### config.mk
export PLATFORM = sky130hd
export DESIGN_NAME = relfet_cpu_core
export DESIGN_NICKNAME = d
export VERILOG_FILES = /design/src/rtl/relfet_cpu_core.sv
export SDC_FILE = /design/constraint.sdc
export NUM_CORES = 1
export LEC_CHECK = 0
export CELL_PAD_IN_SITES_DETAIL_PLACEMENT = 1
export CELL_PAD_IN_SITES_GLOBAL_PLACEMENT = 2
export CORE_ASPECT_RATIO = 2
export CORE_MARGIN = 4
export CORE_UTILIZATION = 35
export CTS_CLUSTER_DIAMETER = 30
export CTS_CLUSTER_SIZE = 12
export DETAILED_ROUTE_END_ITERATION = 8
export PLACE_DENSITY = 0.69
export SLEW_MARGIN = 10
export SYNTH_ARGS = -nofsm -noshare
export SYNTH_HDL_FRONTEND = slang
export SYNTH_SLANG_ARGS = --single-unit
export TNS_END_PERCENT = 30
### constraint.sdc
create_clock -name clk -period 6.45 [get_ports clk]
set_input_delay 0.9675 -clock clk [delete_from_list [all_inputs] [get_ports clk]]
set_output_delay 0.9675 -clock clk [all_outputs]
set_load 0.02 [all_outputs]
### src/rtl/relfet_cpu_core.sv
// Reflet-style accumulator CPU core: 16 registers (WR, SR, SP, PC among them),
// 8-bit instructions, and a multi-cycle FSM against a 1-cycle-latency memory.
module relfet_cpu_core #(
    parameter int wordsize = 16
) (
    input  logic                clk,
    input  logic                reset,
    input  logic                enable,
    input  logic [wordsize-1:0] data_in,
    input  logic [3:0]          ext_int,
    output logic [wordsize-1:0] addr,
    output logic [wordsize-1:0] data_out,
    output logic                write_en,
    output logic                quit
);
    localparam int W = wordsize;

    typedef enum logic [2:0] {
        S_FETCH,
        S_DECODE,
        S_MEM,
        S_MEMWAIT,
        S_QUIT
    } state_t;

    state_t         state, state_next;
    logic [W-1:0]   regs [16];
    logic [7:0]     ir;
    logic [W-1:0]   mem_addr;
    logic [W-1:0]   st_data;
    logic           is_store;

    logic [3:0]     opcode, x;
    logic [W-1:0]   wr, rx, pc, sp, pc_inc;
    logic           mem_op;
    logic           unused_ext;

    assign unused_ext = ^ext_int;

    assign opcode = data_in[7:4];
    assign x      = data_in[3:0];
    assign wr     = regs[0];
    assign rx     = regs[x];
    assign pc     = regs[14];
    assign sp     = regs[13];
    assign pc_inc = pc + 1'b1;
    assign mem_op = (opcode == 4'hE) || (opcode == 4'hF) ||
                    ((opcode == 4'h0) && (x >= 4'h4) && (x <= 4'h7));

    always_ff @(posedge clk) begin
        if (reset)
            state <= S_FETCH;
        else if (enable)
            state <= state_next;
    end

    always_comb begin
        state_next = state;
        addr       = pc;
        data_out   = st_data;
        write_en   = 1'b0;
        case (state)
            S_FETCH:   state_next = S_DECODE;
            S_DECODE: begin
                if (data_in[7:0] == 8'h08)
                    state_next = S_QUIT;
                else if (mem_op)
                    state_next = S_MEM;
                else
                    state_next = S_FETCH;
            end
            S_MEM: begin
                addr       = mem_addr;
                write_en   = is_store && enable && !reset;
                state_next = S_MEMWAIT;
            end
            S_MEMWAIT: begin
                addr       = mem_addr;
                state_next = S_FETCH;
            end
            S_QUIT:    state_next = S_QUIT;
            default:   state_next = S_FETCH;
        endcase
    end

    always_ff @(posedge clk) begin
        if (reset) begin
            for (int unsigned i = 0; i < 16; i++)
                regs[i] <= '0;
            ir       <= '0;
            mem_addr <= '0;
            st_data  <= '0;
            is_store <= 1'b0;
            quit     <= 1'b0;
        end else if (enable) begin
            case (state)
                S_DECODE: begin
                    ir       <= data_in[7:0];
                    regs[14] <= pc_inc;
                    case (opcode)
                        4'h0: begin
                            case (x)
                                4'h1: regs[12][0] <= ~regs[12][0];
                                4'h3: if (regs[12][0]) regs[14] <= wr;
                                4'h4, 4'h7: begin
                                    mem_addr <= sp;
                                    regs[13] <= sp + 1'b1;
                                    is_store <= 1'b0;
                                end
                                4'h5: begin
                                    mem_addr <= sp - 1'b1;
                                    regs[13] <= sp - 1'b1;
                                    st_data  <= wr;
                                    is_store <= 1'b1;
                                end
                                4'h6: begin
                                    mem_addr <= sp - 1'b1;
                                    regs[13] <= sp - 1'b1;
                                    st_data  <= pc_inc;
                                    is_store <= 1'b1;
                                    regs[14] <= wr;
                                end
                                4'h8:    quit <= 1'b1;
                                default: ;
                            endcase
                        end
                        4'h1: regs[0] <= {{(W-4){1'b0}}, x};
                        4'h2: regs[0] <= rx;
                        // later NBA wins: cpy R14 overrides the PC increment (jump), cpy R0 rewrites WR
                        4'h3: regs[x] <= wr;
                        4'h4: regs[0] <= wr + rx;
                        4'h5: regs[0] <= wr - rx;
                        4'h6: regs[0] <= wr & rx;
                        4'h7: regs[0] <= wr | rx;
                        4'h8: regs[0] <= wr ^ rx;
                        4'h9: regs[0] <= ~rx;
                        4'hA: regs[0] <= wr << rx;
                        4'hB: regs[0] <= wr >> rx;
                        4'hC: regs[12][0] <= (wr == rx);
                        4'hD: regs[12][0] <= (wr < rx);
                        4'hE: begin
                            mem_addr <= rx;
                            st_data  <= wr;
                            is_store <= 1'b1;
                        end
                        4'hF: begin
                            mem_addr <= rx;
                            is_store <= 1'b0;
                        end
                        default: ;
                    endcase
                end
                S_MEMWAIT: begin
                    if (!is_store) begin
                        if (ir == 8'h07)
                            regs[14] <= data_in;
                        else
                            regs[0] <= data_in;
                    end
                end
                default: ;
            endcase
        end
    end

endmodule

==> flow_metrics.env <==
export IMPL_grt_pass1_wl_mm=130
export IMPL_synth_area_sq_mm=0.0195
export IMPL_setup_viol_count_final=0
export IMPL_fillerInstances=6194
export IMPL_worst_slew_pin_slew_ns=1.22
export IMPL_synthTopCellsByArea="edfxtp_1 39%, mux4_2 7.5%, nor3_1 4.8%, dfxtp_1 4.6%, ha_1 3.5%"
export IMPL_io_pins=57
export IMPL_power_density_mw_per_mm2=248
export IMPL_p_leak_nw=7.83
export IMPL_dieWidth_um=175
export IMPL_skew_ns=0.0446
export IMPL_cpMostUsedCell="buf_4"
export IMPL_antenna_left=0
export IMPL_clockBufferDepth=3
export IMPL_drt_pass1_iterations=5
export IMPL_grt_ovfl_total=0
export IMPL_ys_flop_type="edfxtp_1"
export IMPL_yosys_cell_types_count=86
export IMPL_die_y_um=342
export IMPL_cts_sinks=301
export IMPL_path_cells="buf_4 > buf_4 > mux4_2 > a22o_1 > a221oi_4 > buf_4 > inv_4 > ha_1 > a21oi_1 > o211ai_1 > a41oi_1 > a21oi_1 > o21a_1 > a2111oi_0 > nor2_1 > nor3_1 > a31oi_1"
export IMPL_worstPathRequired_ns=6.77
export IMPL_vias=17210
export IMPL_cp_max_fo=14
export IMPL_synth_top_area_frac=0.393
export IMPL_area_growth_syn_to_layout_pct=15.1
export IMPL_dp_hpwl_mm=68.9
export IMPL_cts_setup_buffers=0
export IMPL_numCtsBuffers=46
export IMPL_hp_class="register to register"
export IMPL_slew_headroom=0.189
export IMPL_yosysWarnings=0
export IMPL_root_buffer="clkbuf_16"
export IMPL_endpoint_kind="register"
export IMPL_slowest_stage="a2111oi_0"
export IMPL_grt_pass1_vias=18046
export IMPL_post_dp_cell_area_sq_mm=0.0211
export IMPL_layout_drive_gt1_share=0.165
export IMPL_syn_avg_cell_area_sq_um=9.95
export IMPL_synth_most_common_cell="edfxtp_1"
export IMPL_clk_latency_ns=0.60
export IMPL_start_kind="primary input"
export IMPL_cts_repair_resize_count=0
export IMPL_outcome="finished, final reports clean"
export IMPL_drt_iter0_drc=1430
export IMPL_synth_seq_cells=301
export IMPL_routed_wl_mm=91.3
export IMPL_synthCells=1964
export IMPL_yosys_area_top_type="edfxtp_1"
export IMPL_synth_yosys_seq_area_share=0.439
export IMPL_rsz0062_at_grt="false"
export IMPL_finalMaxSlewViolations=0
export IMPL_antenna_found_initial=2
export IMPL_fin_crit_sh=0.841
export IMPL_synth_async_sr_flop_share=0
export IMPL_max_stage_delay_ns=0.58
export IMPL_drv_cap=0
export IMPL_io_buffers=52
export IMPL_start_util=0.354
export IMPL_path_delay_family="compound AO/OA/AOI/OAI gates"
export IMPL_period_needed_ns=5.43
export IMPL_row_count=122
export IMPL_tns_ns=0
export IMPL_synth_common_cells="256 x edfxtp_1, 187 x nor3_1, 170 x nor2_1"
export IMPL_htree_levels=2
export IMPL_grt_max_degree=69
export IMPL_design_area_sq_mm=0.0225
export IMPL_track_usage=0.300
export IMPL_synthesis_nets=2044
export IMPL_dieArea_sq_mm=0.0599
export IMPL_core_area_sq_mm=0.0553
export IMPL_avgRoutedWirePerCell_um=33.0
export IMPL_nets=2065
export IMPL_vias_per_cell=6.23
export IMPL_place_gp_congestion=0.957
export IMPL_ir_drop_mv=0.167
export IMPL_finalHoldViolations=0
export IMPL_synth_edff_count=256
export IMPL_drc=0
export IMPL_path_class="primary input to register"
export IMPL_path_clk_slew_ns=0.05
export IMPL_worst_ep_arrival_time_ns=5.75
export IMPL_max_freq_ghz=0.184
export IMPL_cts_tree="done"
export IMPL_worst_path_buf_inv=4
export IMPL_postCtsHoldBufs=0
==> kinds of logic (layout without fill, tap and decap cells) <==
logic type / after synthesis / after routing / synth area share
buffers and inverters: 261 / 315 / 0.0546
multiplexers: 145 / 145 / 0.118
adder cells (fa/ha/maj): 57 / 57 / 0.0373
AO/OA/AOI/OAI: 451 / 451 / 0.156
flip-flops: 301 / 301 / 0.439
other: 0 / 1 / 0
XOR/XNOR: 42 / 42 / 0.0188
AND/OR/NAND/NOR: 707 / 707 / 0.177
==> metrics by stage <==
step                std cells  utilization  hold WS (ns)  setup slack (ns)  power (mW)
finish                   2763        0.407         0.448              1.02        5.57
global route             2762        0.407         0.481             0.892        5.75
CTS                      2762        0.407         0.456              1.11        5.60
detailed placement       2681        0.382         0.449             0.505        3.27
global placement         2681        0.382         0.439             0.535        3.25
floorplan                1964            -         0.432              1.16        2.85
==> cells in the final DEF (no fill, tap or decap), types with 27 or more instances in the layout <==
| cell | instances |
|---|---|
| buf_4 | 117 |
| a211oi_1 | 31 |
| nand2_1 | 128 |
| nand3_1 | 37 |
| dfxtp_1 | 45 |
| ha_1 | 55 |
| nor3_1 | 187 |
| clkbuf_16 | 46 |
| inv_1 | 57 |
| o21ai_0 | 91 |
| edfxtp_1 | 256 |
| a22oi_1 | 27 |
| clkdlybuf4s50_1 | 47 |
| mux2i_1 | 51 |
| mux4_2 | 65 |
| xnor2_1 | 28 |
| nor2_1 | 170 |
| nor4_1 | 57 |
| mux2_2 | 29 |
| a21oi_1 | 116 |
==> routing by layer <==
metal | GRT usage | part of all wire
met5 | 0 | 0
met4 | 0.237 | 0.099
met3 | 0.0407 | 0.048
met2 | 0.545 | 0.52
met1 | 0.303 | 0.34
==> sequential cells by signal (all words and copies together), names as in the netlist <==
signal,count
data_out,16
ir,8
is_store,1
mem_addr,16
quit,1
regs,256
state,3
==> final cells by class <==
cell class | count | area [sq um] | share of cell area
Multi-Input combinational cell | 1402 | 9970 | 0.443
Tap cell | 744 | 931 | 0.0414
Clock inverter | 27 | 216 | 0.00962
Clock buffer | 54 | 1180 | 0.0525
Timing Repair Buffer | 167 | 1360 | 0.0606
Sequential cell | 301 | 8590 | 0.382
Inverter | 67 | 256 | 0.0114
Antenna cell | 1 | 2.50 | 0.000111
==> worst min-delay path: stages (launching register included) <==
cell and delay, ns:
dfxtp_1 0.30, inv_1 0.05, a21oi_1 0.05
==> final timing paths <==
path	cells after the start	endpoint	from	slack [ns]
max	17	regs[0][12]$_SDFFCE_PN0P_	data_in[0]	1.02
min	2	quit$_SDFFE_PP0P_	quit$_SDFFE_PP0P_	0.45
max reg2reg	14	regs[0][12]$_SDFFCE_PN0P_	regs[14][1]$_DFFE_PP_	1.16
min reg2reg	2	quit$_SDFFE_PP0P_	quit$_SDFFE_PP0P_	0.45
==> report_power, final <==
| group | internal, mW | total [mW] | switching (mW) |
|---|---|---|---|
| registers | 2.17 | 2.24 | 0.0681 |
| logic | 0.333 | 1.01 | 0.673 |
| clock network | 1.33 | 2.32 | 0.993 |
| total | 3.84 | 5.57 | 1.73 |
(Power assumes the default switching activity.)
